`config.mk`:
```
export PLATFORM = sky130hd
export DESIGN_NAME = mse_eval_scheduler
export DESIGN_NICKNAME = d
export VERILOG_FILES = /design/src/rtl/mse_eval_scheduler.sv
export SDC_FILE = /design/constraint.sdc
export NUM_CORES = 1
export LEC_CHECK = 0
export CAP_MARGIN = 20
export CORE_ASPECT_RATIO = 1.5
export CORE_UTILIZATION = 25
export DETAILED_ROUTE_END_ITERATION = 8
export GPL_ROUTABILITY_DRIVEN = 0
export MAX_ROUTING_LAYER = met4
export SYNTH_ARGS = -nofsm -noshare
export SYNTH_HDL_FRONTEND = slang
export SYNTH_SLANG_ARGS = --single-unit
export TNS_END_PERCENT = 30
```
`constraint.sdc`:
```
create_clock -name clk -period 2.1 [get_ports clk]
set_input_delay 0.42 -clock clk [delete_from_list [all_inputs] [get_ports clk]]
set_output_delay 0.42 -clock clk [all_outputs]
set_load 0.05 [all_outputs]
```
`src/rtl/mse_eval_scheduler.sv`:
```
// mse_eval_scheduler: sequences one word-length evaluation run per request.
// Optional watchdog on the collect phase is enabled with `define WDOG_EN.
module mse_eval_scheduler #(
    parameter int CFG_W       = 16,
    parameter int SEQ_LEN     = 131072,
    parameter int SETTLE_CYC  = 32,
    parameter int TIMEOUT_CYC = SEQ_LEN + 64
) (
    input  logic             clk,
    input  logic             rst,
    input  logic             req_valid,
    output logic             req_ready,
    input  logic [CFG_W-1:0] req_cfg,
    input  logic [63:0]      req_thresh,
    output logic [CFG_W-1:0] cfg_out,
    output logic             cfg_load,
    output logic             src_restart,
    output logic             col_start,
    input  logic [63:0]      col_data,
    input  logic             col_valid,
    output logic             rsp_valid,
    input  logic             rsp_ready,
    output logic [63:0]      rsp_mse,
    output logic             rsp_pass,
    output logic             rsp_timeout,
    output logic             busy
);

    typedef enum logic [2:0] {
        IDLE    = 3'd0,
        LOAD    = 3'd1,
        SETTLE  = 3'd2,
        START   = 3'd3,
        COLLECT = 3'd4,
        RESP    = 3'd5
    } state_t;

    localparam int SW = $clog2(SETTLE_CYC + 1);

    state_t        state;
    logic [SW-1:0] settle_cnt;
    logic [63:0]   thr_q;
    logic [15:0]   run_cnt;

`ifdef WDOG_EN
    localparam int WW = $clog2(TIMEOUT_CYC + 1);
    logic [WW-1:0] wdog_cnt;
    logic          timeout_q;
    assign rsp_timeout = timeout_q;
`else
    assign rsp_timeout = 1'b0;
`endif

    // Run sequencer: every output is a register updated here.
    always_ff @(posedge clk) begin
        if (rst) begin
            state       <= IDLE;
            settle_cnt  <= '0;
            thr_q       <= '0;
            run_cnt     <= '0;
            req_ready   <= 1'b0;
            cfg_out     <= '0;
            cfg_load    <= 1'b0;
            src_restart <= 1'b0;
            col_start   <= 1'b0;
            rsp_valid   <= 1'b0;
            rsp_mse     <= '0;
            rsp_pass    <= 1'b0;
            busy        <= 1'b0;
`ifdef WDOG_EN
            wdog_cnt    <= '0;
            timeout_q   <= 1'b0;
`endif
        end else begin
            cfg_load    <= 1'b0;
            src_restart <= 1'b0;
            col_start   <= 1'b0;
            unique case (state)
                IDLE: begin
                    req_ready <= 1'b1;
                    if (req_valid && req_ready) begin
                        req_ready   <= 1'b0;
                        busy        <= 1'b1;
                        cfg_out     <= req_cfg;
                        thr_q       <= req_thresh;
                        cfg_load    <= 1'b1;
                        src_restart <= 1'b1;
                        state       <= LOAD;
                    end
                end
                LOAD: begin
                    settle_cnt <= '0;
                    state      <= SETTLE;
                end
                SETTLE: begin
                    if (settle_cnt == SW'(SETTLE_CYC - 1)) begin
                        col_start <= 1'b1;
                        state     <= START;
                    end else begin
                        settle_cnt <= settle_cnt + 1'b1;
                    end
                end
                START: begin
`ifdef WDOG_EN
                    wdog_cnt <= '0;
`endif
                    state <= COLLECT;
                end
                COLLECT: begin
                    if (col_valid) begin
                        rsp_mse   <= col_data;
                        rsp_pass  <= !col_data[63] && (col_data <= thr_q);
                        rsp_valid <= 1'b1;
`ifdef WDOG_EN
                        timeout_q <= 1'b0;
`endif
                        state     <= RESP;
                    end
`ifdef WDOG_EN
                    else if (wdog_cnt == WW'(TIMEOUT_CYC - 1)) begin
                        rsp_mse   <= '0;
                        rsp_pass  <= 1'b0;
                        timeout_q <= 1'b1;
                        rsp_valid <= 1'b1;
                        state     <= RESP;
                    end else begin
                        wdog_cnt <= wdog_cnt + 1'b1;
                    end
`endif
                end
                RESP: begin
                    if (rsp_ready) begin
                        rsp_valid <= 1'b0;
                        busy      <= 1'b0;
                        req_ready <= 1'b1;
                        run_cnt   <= run_cnt + 16'd1;
                        state     <= IDLE;
                    end
                end
                default: state <= IDLE;
            endcase
        end
    end

endmodule
```
==> out/qor.csv, run 1 <==
stage,metric,value,unit
run_status,outcome,finished with violations,
run_status,violations,setup timing,
global_route,track_usage,16.2,%
clocking,numCtsBuffers,17,
clocking,root_buffer,clkbuf_16,
synthesis,yosysWarnings,0,
route,postRouteAntennaNets,0,
route,drt_first_iter_violations,279,
critical_path,critPathKind,in2reg,
synthesis,synth_edf_count,0,
critical_path,endpoint_kind,flip-flop,
finish,nets,1393,
synthesis,ys_seq_area_share,44.3,%
sta,fin_setup_tns,-0.0171,ns
finish,finalInstanceArea,10800,um2
sta,fin_crit,2.12,ns
global_route,grt_pass1_wl,35400,um
sta,finalSetupViolCount,1,
synthesis,synth_top_area_share,44.3,%
finish,multi_input_area,3610,um2
synthesis,ys_types,40,
route,drt_pass1_iterations,5,
clocking,htree_levels,4,
clocking,cts_sinks,159,
hold_path,min_path_type,reg2reg,
sta,finalHoldViolations,0,
floorplanning,die_h,210,um
synthesis,synth_common_cells,"nand2_1 (310), a21oi_1 (177), dfxtp_1 (159), ha_1 (65), inv_1 (65)",
floorplanning,coreArea,28200,um2
power,power_density,767,nW/um2
clocking,cts.clk_slew.worst_paths,0.07,ns
sta,slew_violations,0,
route,avgRoutedWirePerCell,14.5,um
power,p_leak,3.91,nW
clocking,clk_latency,0.45,ns
global_route,grt_pass1_vias,6773,
sta,post-route-period-util,101,%
power,ir_drop,0.589,mV
sta,maxSlewHeadroom,46.3,%
route,wl,22300,um
finish,drive_gt1_share,6.96,%
finish,fillers,2911,
placement,place_area,10100,um2
clocking,clock_path_buffers,2,
global_route,antenna_found_initial,3,
clocking,cts_tree,built,
critical_path,cp.arrival,2.50,ns
synthesis,synth_top_area_cell,dfxtp_1,
sta,fin_worst_skew,0.00610,ns
route,drc,0,
sta,worstMarginPinSlew,0.806,ns
synthesis,syn_inst,939,
floorplanning,dieArea,29500,um2
clocking,hold_buffers,0,
synthesis,async_flop_share,0,%
finish,regArea,3180,um2
floorplanning,initial_core_util,25.5,%
critical_path,critPathMaxFanout,2,
floorplanning,die_x,140,um
finish,syn2layout_area_growth,50.2,%
synthesis,synth_nets,1153,
synthesis,postSynthAreaPerCell,7.66,um2
synthesis,synthTopCellsByArea,"dfxtp_1 (44%), nand2_1 (16%), a21oi_1 (12%), ha_1 (11%), inv_1 (3.4%)",
sta,rsz0062_at_grt,true,
synthesis,ys_ff_latch,159,
critical_path,required,2.48,ns
floorplanning,boundaryPins,237,
synthesis,ys.flop_type,dfxtp_1,
placement,io_buffer_count,235,
floorplanning,rows,75,
sta,fin_ws,-0.0171,ns
job,drv_cap,0,
critical_path,critPathLaunchType,primary input,
route,dr_total_vias,6905,
global_route,grt_max_degree,157,
synthesis,netlist_area,7190,um2
route,avgViaCountPerCell,4.48,
placement,hpwl,15900,um
global_route,grt_overflow_total,0,
sta,fmax,472,MHz
synthesis,synth_most_common_cell,nand2_1,
## critical path, stage by stage
cell,delay [ns]
clkdlybuf4s50_1,0.45
ha_1,0.32
nand4_1,0.15
or4_4,0.55
or3_1,0.37
o21a_1,0.17
o21ai_1,0.06
## cell usage in the layout, fill, tap and decap left out, drive strengths merged, types with 3 or more instances in the layout
cell type / instances
nand4: 17
nand3: 12
nor3: 5
a211oi: 3
nand2: 310
xor2: 4
or4: 3
clkdlybuf4s50: 225
bufinv: 5
diode: 3
nand2b: 3
nor2: 20
nor4: 4
a21oi: 177
clkbuf: 21
nor2b: 5
a21o: 7
o21ai: 9
clkinv: 3
inv: 65
buf: 45
or3: 3
clkinvlp: 3
ha: 65
dfxtp: 159
## through the flow
step | power (W) | worst slack (ns) | hold WS [ns] | util, % | std cells
3_5_place_dp | 0.00493 | -0.616 | 0.447 | 35.9 | 1504
2_1_floorplan | 0.00419 | 0.116 | 0.436 | - | 939
5_1_grt | 0.00871 | -0.197 | 0.473 | 38.4 | 1541
4_1_cts | 0.00844 | 0.000528 | 0.456 | 38.3 | 1538
6_report | 0.00829 | -0.0171 | 0.451 | 38.4 | 1541
3_3_place_gp | 0.00490 | -0.543 | 0.442 | 35.9 | 1504
## cell families after synthesis
logic type / after synthesis / share of synthesized area (%)
flops: 159 / 44.3
simple gates: 386 / 22.1
other cells: 1 / 0.0522
buf+inv: 117 / 6.44
mux: 1 / 0.139
compound gates: 206 / 15.2
fa+ha+maj: 65 / 11.3
xor+xnor: 4 / 0.487
## state kept, by name, indices dropped and copies added (netlist names)
| signal | count |
|---|---|
| rsp_mse | 64 |
| thr_q | 64 |
| cfg_out | 16 |
| settle_cnt | 6 |
| state | 3 |
| busy | 1 |
| col_start | 1 |
| req_ready | 1 |
| rsp_pass | 1 |
| rsp_valid | 1 |
| src_restart | 1 |
## path summary, 6_finish.rpt
| path | cells past startpoint | startpoint | endpoint | slack (ns) |
|---|---|---|---|---|
| max | 7 | col_data[9] | rsp_pass | -0.02 |
| min | 2 | rsp_mse[61] | rsp_mse[61] | 0.45 |
| max reg2reg | 7 | thr_q[15] | rsp_pass | 0.06 |
| min reg2reg | 2 | rsp_mse[61] | rsp_mse[61] | 0.45 |
## where the power goes
part           total, W  internal (W)  leakage [nW]  switching [W]
combinational   0.00159      0.000715          2.31       0.000878
sequential      0.00326       0.00318          1.29      0.0000777
clock           0.00344       0.00213         0.303        0.00131
total           0.00829       0.00603          3.91        0.00226
## what timing repair did
action	in CTS	in global routing
cloned	0	0
setup buffers	2	0
endpoints found under the setup margin	2	3
resized for setup	6	2
pin swaps	3	0
## final cells by class
| class | count | share of cell area, % |
|---|---|---|
| Timing Repair Buffer | 273 | 24.9 |
| Clock inverter | 11 | 1.74 |
| Sequential cell | 159 | 29.5 |
| Inverter | 65 | 2.26 |
| Antenna cell | 3 | 0.0695 |
| Tap cell | 346 | 4.01 |
| Clock buffer | 21 | 4.17 |
| Multi-Input combinational cell | 663 | 33.4 |
## metal layers
metal / routed length (um) / global-route usage [%] / up-vias / share of wire [%]
met1: 8780 / 16.5 / 3155 / 39
met4: 669 / 8.58 / 0 / 3.0
met5: 0 / - / - / 0
li1: - / - / 3572 / -
met2: 12200 / 29.3 / 144 / 55
met3: 708 / 2.72 / 34 / 3.2
Power figures use the tool's default switching activity.
==> run 2, diff against run 1 <==
--- a/config.mk
+++ b/config.mk
@@ -5,7 +5,6 @@
 export SDC_FILE = /design/constraint.sdc
 export NUM_CORES = 1
 export LEC_CHECK = 0
-export CAP_MARGIN = 20
 export CORE_ASPECT_RATIO = 1.5
 export CORE_UTILIZATION = 25
 export DETAILED_ROUTE_END_ITERATION = 8
==> results of run 2 <==
The final DEF is identical to that of run 1; final timing and power are the same.
